### config.mk
export PLATFORM = sky130hd
export DESIGN_NAME = dram_loader
export DESIGN_NICKNAME = d
export VERILOG_FILES = /design/src/rtl/dram_loader.sv
export SDC_FILE = /design/constraint.sdc
export NUM_CORES = 1
export LEC_CHECK = 0
export ABC_AREA = 1
export BUFFER_PORTS_ARGS = -buffer_cell sky130_fd_sc_hd__buf_2
export CORE_UTILIZATION = 35
export CTS_CLUSTER_DIAMETER = 40
export DETAILED_ROUTE_END_ITERATION = 10
export HOLD_SLACK_MARGIN = 0.03
export SYNTH_ARGS = -nofsm -noshare
export SYNTH_HDL_FRONTEND = slang
export SYNTH_SLANG_ARGS = --single-unit
### constraint.sdc
create_clock -name clock -period 3 [get_ports clock]
set_clock_uncertainty 0.15 [all_clocks]
set_input_delay 0.45 -clock clock [delete_from_list [all_inputs] [get_ports clock]]
set_output_delay 0.45 -clock clock [all_outputs]
set_load 0.05 [all_outputs]
### src/rtl/dram_loader.sv
// Streams upstream bytes into consecutive DRAM addresses starting at a captured base.
// Optional running byte checksum output enabled with DRAM_LOADER_CHECKSUM_EN.
module dram_loader #(
  parameter int unsigned ADDR_W = 16,
  parameter int unsigned DATA_W = 8
) (
  input  logic              clock,
  input  logic              reset,
  input  logic              start,
  input  logic [ADDR_W-1:0] base_addr,
  input  logic [ADDR_W-1:0] length,
  input  logic [DATA_W-1:0] in_data,
  input  logic              in_valid,
  output logic              in_ready,
  output logic [ADDR_W-1:0] address,
  output logic [DATA_W-1:0] data,
  output logic              wren,
  output logic              busy,
  output logic              done,
`ifdef DRAM_LOADER_CHECKSUM_EN
  output logic [DATA_W-1:0] checksum,
`endif
  output logic [ADDR_W-1:0] count
);

  typedef enum logic [1:0] {
    IDLE = 2'd0,
    LOAD = 2'd1,
    DONE = 2'd2
  } state_e;

  state_e state_q, state_d;

  logic [ADDR_W-1:0] ptr_q,   ptr_d;
  logic [ADDR_W-1:0] len_q,   len_d;
  logic [ADDR_W-1:0] count_q, count_d;
  logic [ADDR_W-1:0] addr_q,  addr_d;
  logic [DATA_W-1:0] data_q,  data_d;
  logic              wren_q,  wren_d;
  logic              done_q,  done_d;
  logic              accept;
  logic              start_ok;
  logic              last_beat;

  // State register
  always_ff @(posedge clock) begin
    if (reset) begin
      state_q <= IDLE;
    end else begin
      state_q <= state_d;
    end
  end

  // Next-state logic
  always_comb begin
    state_d = state_q;
    case (state_q)
      IDLE: begin
        if (start) begin
          state_d = (length != '0) ? LOAD : DONE;
        end
      end
      LOAD: begin
        if (accept && last_beat) begin
          state_d = DONE;
        end
      end
      DONE:    state_d = IDLE;
      default: state_d = IDLE;
    endcase
  end

  // Output decode of the registered state
  always_comb begin
    in_ready  = 1'b0;
    busy      = 1'b0;
    start_ok  = 1'b0;
    case (state_q)
      IDLE:    start_ok = start;
      LOAD: begin
        in_ready = 1'b1;
        busy     = 1'b1;
      end
      default: ;
    endcase
    accept    = in_valid && in_ready;
    last_beat = (count_q + ADDR_W'(1)) == len_q;
  end

  // Datapath next values: write port, pointer and counters
  always_comb begin
    ptr_d   = ptr_q;
    len_d   = len_q;
    count_d = count_q;
    addr_d  = addr_q;
    data_d  = data_q;
    wren_d  = 1'b0;
    done_d  = (state_q == DONE);
    if (start_ok) begin
      count_d = '0;
      if (length != '0) begin
        ptr_d = base_addr;
        len_d = length;
      end
    end
    if (accept) begin
      addr_d  = ptr_q;
      data_d  = in_data;
      wren_d  = 1'b1;
      ptr_d   = ptr_q + ADDR_W'(1);
      count_d = count_q + ADDR_W'(1);
    end
  end

  always_ff @(posedge clock) begin
    if (reset) begin
      ptr_q   <= '0;
      len_q   <= '0;
      count_q <= '0;
      addr_q  <= '0;
      data_q  <= '0;
      wren_q  <= 1'b0;
      done_q  <= 1'b0;
    end else begin
      ptr_q   <= ptr_d;
      len_q   <= len_d;
      count_q <= count_d;
      addr_q  <= addr_d;
      data_q  <= data_d;
      wren_q  <= wren_d;
      done_q  <= done_d;
    end
  end

  assign address = addr_q;
  assign data    = data_q;
  assign wren    = wren_q;
  assign done    = done_q;
  assign count   = count_q;

`ifdef DRAM_LOADER_CHECKSUM_EN
  logic [DATA_W-1:0] csum_q, csum_d;

  // Mod-2^DATA_W sum of accepted bytes, restarted by each accepted start
  always_comb begin
    csum_d = csum_q;
    if (start_ok) begin
      csum_d = '0;
    end
    if (accept) begin
      csum_d = csum_q + in_data;
    end
  end

  always_ff @(posedge clock) begin
    if (reset) begin
      csum_q <= '0;
    end else begin
      csum_q <= csum_d;
    end
  end

  assign checksum = csum_q;
`endif

endmodule

==> results of run 1 <==
-- registers in the layout, indices dropped and copies added (netlist names) --
name,count
address,16
count,16
data,8
done,1
len_q,16
ptr_q,16
state_q,2
wren,1
-- Yosys cell counts (3+ instances only) --
cell / number
o21ai_0: 35
nor2_2: 6
clkbuf_1: 18
nand3_1: 41
or2_2: 3
o211a_1: 4
inv_1: 40
nand3b_1: 5
nand2_2: 4
dfxtp_1: 76
nor2_4: 6
buf_2: 4
nand2_1: 145
nor2_1: 57
xor2_1: 3
xnor2_1: 3
nor3_1: 4
a31oi_1: 10
nand4_1: 8
a21oi_1: 50
-- tightest hold or removal path, delay by kind of cell --
family	cells	cell delay, ps
buffers and inverters	1	90
AND/OR/NAND/NOR	1	50
AO/OA/AOI/OAI	1	50
-- cell families after synthesis --
kind of cell | after synthesis
and+or+nand+nor | 283
DFF | 76
adders and majority gates | 2
buffers and inverters | 65
xor gates and xnor gates | 7
AOI/OAI and AO/OA | 112
-- layer usage --
layer	global-route usage, %	up-vias
li1	-	1957
met4	7.837	0
met5	0	-
met3	4.231	19
met2	31.51	151
met1	25.48	1764
-- cells in the final DEF, fill, tap and decap left out, types with 8 or more instances in the layout --
cell      instances
nand2_1         145
buf_2            87
dfxtp_1          76
nor2_1           57
a21oi_1          50
nand3_1          41
inv_1            40
o21ai_0          35
a31oi_1          10
clkbuf_8          9
nand4_1           8
-- final cells by class --
class                           instances  area, µm²  area share, %
Sequential cell                        76       1521          33.57
Inverter                               42      157.7          3.479
Multi-Input combinational cell        404       2011          44.37
Tap cell                              136      170.2          3.755
Timing Repair Buffer                   93      480.5          10.60
Clock inverter                          6      63.81          1.408
Clock buffer                           10      127.6          2.816
-- worst min path at each step --
| stage | endpoint | slack [ps] | start | cells after the start |
|---|---|---|---|---|
| 2_1_floorplan | done$_SDFF_PP0_ | 270 | state_q[0]$_SDFFE_PP0P_ | 1 |
| 3_3_place_gp | ptr_q[15]$_SDFFE_PP0P_ | 300 | ptr_q[15]$_SDFFE_PP0P_ | 1 |
| 3_5_place_dp | data[2]$_SDFFE_PP0P_ | 300 | data[2]$_SDFFE_PP0P_ | 2 |
| 4_1_cts | data[6]$_SDFFE_PP0P_ | 160 | in_data[6] | 3 |
| 5_1_grt | data[6]$_SDFFE_PP0P_ | 170 | in_data[6] | 3 |
| 6_report | data[6]$_SDFFE_PP0P_ | 180 | in_data[6] | 3 |
-- power groups by stage --
stage	clock [mW]	combinational, mW	sequential, mW
after floorplan	0	0.209	1.19
after global placement	0	0.369	1.14
after detailed placement	0	0.374	1.14
after CTS	0.812	0.375	1.12
after global routing	0.854	0.412	1.13
final	0.791	0.373	1.12
-- stage by stage --
stage | cell area, µm² | std cells
detailed placement | 4340 | 751
global route | 4532 | 767
floorplan | 3785 | 545
CTS | 4532 | 767
finish | 4532 | 767
global placement | 4340 | 751
==> results.cfg, run 1 <==
[outcome]
status = complete, no violations

[worst_setup_path]
cp-startpoint = state_q[0]$_SDFFE_PP0P_
slowest_stage = inv_2
critical_path.max_stage_delay_ps = 410
rr_startpoint = state_q[0]$_SDFFE_PP0P_
critPathLaunchType = flop
cp_max_fo = 30
crit_type = reg -> reg
cp.required_ps = 3130
cp.arrival_ps = 2320
r2r_slack_ps = 810
cp-end-kind = flop
cp_num_buf_inv = 2
cp_cell_sequence = inv_1 -> nor2_4 -> nand2_2 -> inv_2 -> nand2_1 -> nor4_2 -> a21oi_1 -> a211oi_1
r2r-end = ptr_q[15]$_SDFFE_PP0P_
crit_path_end = ptr_q[15]$_SDFFE_PP0P_
r2r_cells = 8
cp_num_cells = 8
crit_family = simple AND/OR/NAND/NOR gates

[global_routing]
grt_usage_pct = 19.60
antenna_found_initial = 0
grt_pass1_wl_um = 17360
grt-ovfl-total = 0
first_global_vias = 3632
grt_start_max_net_pins = 44

[die]
initial_core_util_pct = 36.34
core_um2 = 10420
io_pins = 88
chipHeight_um = 106.0
die_area_um2 = 11230
die_w_um = 106.0
rows = 37

[detailed_routing]
route.met2.wl_um = 4942
highest_layer = met4
wl_met1_um = 4905
drc_errors = 0
antenna_left = 0
vias = 3891
drt_wl_total_um = 10740
dr.first_iter.drc_count = 216
dr_wl_met3_um = 683
drt-pass1-iter-count = 5
wl_per_cell_um = 14.00
viasPerCell = 5.073

[job]
cap_violations = 0

[cells_and_area]
antennaDiodeCount = 0
area_growth_pct = 19.74
drive_gt1_share_pct = 21.71
finish.utilization_pct = 43.51
nFillCells = 1117
fin_nets = 672

[timing]
holdWs_ps = 179.8
slew_violations = 0
slew_headroom_pct = 52.59
period_share_pct = 73.15
finalSetupTns_ps = 0
fmax_ghz = 0.4557
worst_pin_slew_ps = 710.4
setup_violations = 0
min_period_ps = 2195
grt_setup_unrepaired = false
setup_slack_ps = 805.4
timing.final.hold_violations = 0

[logic_synthesis]
synth_compound_area_share_pct = 17.06
ys_ff_latch = 76
yosysWarnings = 0
yosysUniqueCellTypes = 37
synth-simple-area-share_pct = 33.39
synth_fa_ha_area_share_pct = 0.6612
synth_fp_nets = 591
async_reset_ff_share_pct = 0
synthDominantCellAreaShare_pct = 40.20
avgSynthCellArea_um2 = 6.945
synth_top_family_by_area = simple AND/OR/NAND/NOR gates
synth_area_leaders = dfxtp_1 (40%), nand2_1 (14%), a21oi_1 (6.6%), nor2_1 (5.7%), nand3_1 (5.4%)
synth_cells = 545
synth_edf_count = 0
synth_flop_cell = dfxtp_1
syn_area_um2 = 3785
synth_area_leader_cell = dfxtp_1
synthMuxAreaShare_pct = 0
synth_seq_area_share_pct = 40.20
synth_xor_area_share_pct = 2.017

[clocking]
htreeDepth = 3
tritoncts = built
cts_made_buffers = 9
path_clk_slew_ps = 80
clk_path_buf_depth = 2
cts_root_buffer = clkbuf_8
post_cts_resized = 0
insertion_delay_ps = 360
cts_setup_buffers = 0
holdBufCountCts = 0
clock_sinks = 76

[place]
dp_slack_ps = 805.1
routabilityCongestion = 0.8967
port_buffers = 87
dp_hpwl_um = 7738

[power_and_ir_drop]
p_sw_share_pct = 31.09
total_power_mw = 2.285
power.switching_uw = 710.3
p_per_area_nw_per_um2 = 504.2
combinationalPowerShare_pct = 16.3
power.internal_mw = 1.575
vdd_ir_drop_max_mv = 0.2051
pwr-share-seq_pct = 49.1
pwr-share-clk_pct = 34.6
p_leak_nw = 1.934

[worst_hold_path]
hold_path.class = in -> reg
Note: power is estimated with default switching activity, not from simulation.
==> inputs of run 2 (changes only) <==
Clock period 3 ns to 1.8 ns, I/O delays scaled along.
==> results.cfg, run 2 (synthesized netlist as in run 1, its figures left out) <==
[timing]
setup_slack_ps = -0.8697
fmax_ghz = 0.5553
slew_violations = 0
period_share_pct = 100.0
setup_violations = 1
grt_setup_unrepaired = true
min_period_ps = 1801
timing.final.hold_violations = 0
finalSetupTns_ps = -0.8697
worst_pin_slew_ps = 539.6
slew_headroom_pct = 63.99

[clocking]
htreeDepth = 3
cts_made_buffers = 9
clk_path_buf_depth = 2
clock_sinks = 76
path_clk_slew_ps = 80
insertion_delay_ps = 360
cts_root_buffer = clkbuf_8
tritoncts = built

[worst_hold_path]
min_path_cells = 3
whs_endpoint = len_q[11]$_SDFFE_PP0P_
hold_path.class = in -> reg
hp-start = length[11]

[detailed_routing]
dr.first_iter.drc_count = 216
drc_errors = 0
vias = 4102
drt_wl_total_um = 11230
antenna_left = 0
viasPerCell = 5.027
wl_per_cell_um = 13.76
drt-pass1-iter-count = 6

[die]
die_w_um = 106.0
rows = 37
die_area_um2 = 11230
io_pins = 88
chipHeight_um = 106.0
initial_core_util_pct = 36.34
core_um2 = 10420

[worst_setup_path]
critPathLaunchType = flop
crit_type = reg -> reg
cp.required_ps = 1910
cp_cell_sequence = ha_4 -> nand2_2 -> nor2_4 -> nand2_1 -> nand3_1 -> nand3_1 -> nor2_1 -> nand2_1 -> nor2_2 -> nand3_2 -> nand2_2 -> a21oi_2
r2r-end = state_q[0]$_SDFFE_PP0P_
cp.arrival_ps = 1910
cp_max_fo = 8
r2r_cells = 12
slowest_stage = dfxtp_4
r2r_slack_ps = -0.9
critical_path.max_stage_delay_ps = 380
cp_num_buf_inv = 0
rr_startpoint = count[1]$_SDFFE_PP0P_
cp-end-kind = flop
crit_family = simple AND/OR/NAND/NOR gates

[power_and_ir_drop]
p_sw_share_pct = 31.54
pwr-share-clk_pct = 32.4
combinationalPowerShare_pct = 19.2
power.internal_mw = 2.639
pwr-share-seq_pct = 48.4
power.switching_mw = 1.216
p_per_area_nw_per_um2 = 738.4
p_leak_nw = 2.240
total_power_mw = 3.855
vdd_ir_drop_max_mv = 0.4494

[outcome]
violations = setup timing
status = complete, but fails checks

[cells_and_area]
area_growth_pct = 37.92
finish.utilization_pct = 50.11
nFillCells = 1029
drive_gt1_share_pct = 30.74
fin_area_um2 = 5220
final_common_cell = nand2_1
layout_common_cells = nand2_1 (140), buf_2 (85), dfxtp_1 (58)
antennaDiodeCount = 0
fin_nets = 721

[global_routing]
first_global_vias = 3820
grt_pass1_wl_um = 18210
grt-ovfl-total = 0
antenna_found_initial = 0
grt_start_max_net_pins = 31
grt_usage_pct = 20.63

[place]
dp_hpwl_um = 7807
dp_slack_ps = -39.20
routabilityCongestion = 0.8735
port_buffers = 87
post_dp_cell_area_um2 = 4599

[job]
cap_violations = 0
## run 2: layout make-up
| type | instances | area (µm²) | share of cell area (%) |
|---|---|---|---|
| Clock buffer | 11 | 151.4 | 2.900 |
| Clock inverter | 5 | 31.28 | 0.5992 |
| Inverter | 42 | 157.7 | 3.020 |
| Multi-Input combinational cell | 404 | 2191 | 41.97 |
| Sequential cell | 76 | 1564 | 29.96 |
| Tap cell | 136 | 170.2 | 3.260 |
| Timing Repair Buffer | 142 | 954.7 | 18.29 |
## run 2: power groups by stage
stage               registers [mW]  clock network (mW)  logic [mW]
finish                        1.87                1.25       0.741
global placement              1.89                   0       0.663
global route                  1.88                1.37       0.818
CTS                           1.86                1.29       0.716
floorplan                     1.97                   0       0.353
detailed placement            1.89                   0       0.672
## run 2: worst register-to-register path, cell delays in order (launching register included)
cell,delay (ps)
dfxtp_4,380
ha_4,160
nand2_2,70
nor2_4,180
nand2_1,110
nand3_1,80
nand3_1,70
nor2_1,100
nand2_1,80
nor2_2,100
nand3_2,120
nand2_2,80
a21oi_2,40
## run 2: what timing repair did
action | 4_1_cts | 5_1_grt
pin swaps | 4 | 10
setup buffers | 0 | 2
gates resized for setup | 11 | 41
gates cloned | 0 | 0
endpoints found under the hold margin | 24 | 0
hold buffers | 24 | 0
endpoints found under the setup margin | 6 | 14
## run 2: worst max path at each step
stage	cells past startpoint	endpoint	start
finish	12	state_q[0]$_SDFFE_PP0P_	count[1]$_SDFFE_PP0P_
global route	12	state_q[0]$_SDFFE_PP0P_	count[1]$_SDFFE_PP0P_
CTS	12	state_q[0]$_SDFFE_PP0P_	count[1]$_SDFFE_PP0P_
detailed placement	12	state_q[0]$_SDFFE_PP0P_	count[1]$_SDFFE_PP0P_
global placement	9	ptr_q[10]$_SDFFE_PP0P_	ptr_q[0]$_SDFFE_PP0P_
floorplan	12	state_q[0]$_SDFFE_PP0P_	count[0]$_SDFFE_PP0P_
## run 2: routing by layer
layer	up-vias	global-route usage, %	wire length, µm
li1	2061	-	-
met1	1920	26.32	5027
met2	109	34.78	5468
met3	12	4.414	602
met4	0	6.250	127
met5	-	0	0
## run 2: stage by stage
step                      cells  hold WS (ps)
final                       816         52.87
after floorplan             545         254.9
after detailed placement    774         299.7
after CTS                   814         37.19
after global placement      774         297.7
after global routing        816         68.94
==> inputs of run 3 (changes only) <==
Settings changed: ABC_AREA 1 to not set.
==> results.cfg, run 3 <==
[timing]
setup_slack_ps = -239.9
fmax_ghz = 0.4902
slew_headroom_pct = 65.17
period_share_pct = 113.3
setup_violations = 7
timing.final.hold_violations = 0
grt_setup_unrepaired = true
worst_pin_slew_ps = 522.4
slew_violations = 0
min_period_ps = 2040

[detailed_routing]
drt-pass1-iter-count = 5
dr.first_iter.drc_count = 230
antenna_left = 0
dr_wl_met3_um = 714
vias = 4323
drt_wl_total_um = 12550
highest_layer = met4
wl_per_cell_um = 15.03
drc_errors = 0
viasPerCell = 5.177
route.met2.wl_um = 5932
wl_met1_um = 5719

[logic_synthesis]
synthDominantCellAreaShare_pct = 40.03
synthMuxAreaShare_pct = 0
synth_seq_area_share_pct = 40.03
synth_edf_count = 0
synth_cells = 494
synth_xor_area_share_pct = 5.530
synth_fp_nets = 540
synth_area_leader_cell = dfxtp_1
post-synth-top-count-cell = nand2_1
synth_area_leaders = dfxtp_1 (40%), nand2_1 (11%), a21oi_1 (9.7%), nor2_1 (3.5%), xnor2_1 (3.2%)
synth_compound_area_share_pct = 19.59
synth_top_family_by_area = simple AND/OR/NAND/NOR gates
yosysWarnings = 0
synth-simple-area-share_pct = 29.59
avgSynthCellArea_um2 = 7.695
synth_fa_ha_area_share_pct = 0.6583
yosysUniqueCellTypes = 54
synth_common_cells = nand2_1 (110), dfxtp_1 (76), a21oi_1 (74), nor2_1 (35), clkbuf_1 (21)
ys_ff_latch = 76
syn_area_um2 = 3801
synth_flop_cell = dfxtp_1
async_reset_ff_share_pct = 0

[worst_setup_path]
cp_num_buf_inv = 2
crit_family = simple AND/OR/NAND/NOR gates
critical_path.max_stage_delay_ps = 370
cp.arrival_ps = 2150
crit_type = reg -> reg
cp-startpoint = count[1]$_SDFFE_PP0P_
rr_startpoint = count[1]$_SDFFE_PP0P_
slowest_stage = dfxtp_4
worst_path_most_repeated_cell = buf_6
cp_max_fo = 4
r2r_slack_ps = -240
cp-end-kind = flop
cp.required_ps = 1910
cp_cell_sequence = ha_4 -> buf_6 -> buf_6 -> nor2_1 -> or3_1 -> a22o_1 -> nand4_1 -> nor4_4 -> a31oi_1 -> nor3_1
critPathLaunchType = flop

[cells_and_area]
drive_gt1_share_pct = 42.92
layout_common_cells = buf_4 (107), nand2_1 (105), buf_2 (85)
antennaDiodeCount = 0
area_growth_pct = 57.90
fin_area_um2 = 6002
fin_nets = 740
final_common_cell = buf_4
finish.utilization_pct = 57.62

[clocking]
clk_path_buf_depth = 2
cts_root_buffer = clkbuf_8
clock_sinks = 76
path_clk_slew_ps = 90
cts_made_buffers = 9
tritoncts = built
insertion_delay_ps = 370
htreeDepth = 3

[place]
post_dp_cell_area_um2 = 5139
routabilityCongestion = 0.8878
dp_slack_ps = -427.8
port_buffers = 87
dp_hpwl_um = 8789

[outcome]
status = complete, but fails checks
violations = setup timing

[job]
cap_violations = 0

[die]
io_pins = 88
rows = 37
die_w_um = 106.2
core_um2 = 10420
chipHeight_um = 106.2
initial_core_util_pct = 36.49
die_area_um2 = 11280

[power_and_ir_drop]
p_leak_nw = 2.597
p_per_area_nw_per_um2 = 674.4
vdd_ir_drop_max_mv = 0.3969

[worst_hold_path]
hold_path.class = in -> reg
hp-start = base_addr[2]

[global_routing]
grt_start_max_net_pins = 42
grt-ovfl-total = 0
first_global_vias = 4086
antenna_found_initial = 0
grt_pass1_wl_um = 19960
grt_usage_pct = 22.58
[run 3: metal layers]
| metal | vias to the layer above | GRT usage [%] |
|---|---|---|
| met2 | 142 | 36.04 |
| met3 | 14 | 4.721 |
| met4 | 0 | 7.738 |
| met1 | 2012 | 30.10 |
| li1 | 2155 | - |
| met5 | - | 0 |
[run 3: what timing repair did]
action / in CTS / in global routing
endpoints found under the hold margin: 19 / 0
hold buffers: 19 / 0
buffers inserted: 12 / 6
pin swaps: 23 / 20
setup endpoints to repair: 18 / 47
resized for setup: 30 / 44
cloned: 0 / 0
[run 3: cell type report]
cell class / instances / area (µm²)
Multi-Input combinational cell: 380 / 2431
Timing Repair Buffer: 225 / 1582
Inverter: 2 / 7.507
Fill cell: 958 / 4414
Clock inverter: 5 / 62.56
Clock buffer: 11 / 173.9
Sequential cell: 76 / 1575
Tap cell: 136 / 170.2
[run 3: final timing paths]
check,cells after the start,to
min reg2reg,2,address[8]$_SDFFE_PP0P_
max reg2reg,10,state_q[1]$_SDFFE_PP0P_
max,10,state_q[1]$_SDFFE_PP0P_
min,3,ptr_q[2]$_SDFFE_PP0P_
[run 3: logic make-up (layout without fill, tap and decap cells)]
logic type                 count (synthesis)  in the layout
xor gates and xnor gates                  24             24
buffers and inverters                     38            243
AOI/OAI and AO/OA                        126            126
adders and majority gates                  2              2
and+or+nand+nor                          228            228
DFF                                       76             76
[run 3: through the flow]
step | hold slack, ps | power [mW] | TNS (ps) | std cells
floorplan | 256.0 | 2.182 | -809.5 | 494
global placement | 290.2 | 2.442 | -8958 | 783
detailed placement | 293.2 | 2.454 | -10720 | 783
CTS | 36.20 | 4.019 | -723.2 | 829
global route | 54.67 | 4.215 | -1756 | 835
finish | 50.68 | 4.048 | -653.3 | 835
[run 3: worst reg2reg max path, delay by kind of cell (launching register included)]
family,cells,cell delay (ps)
buf+inv,2,200
compound gates,2,440
flops,1,370
fa+ha+maj,1,150
simple gates,5,620
[run 3: power breakdown]
group / leakage, nW / total (mW) / switching, mW / internal (mW)
clock: 0.118 / 1.54 / 0.717 / 0.821
sequential: 0.632 / 1.80 / 0.0656 / 1.74
combinational: 1.85 / 0.707 / 0.397 / 0.310
total: 2.60 / 4.05 / 1.18 / 2.87
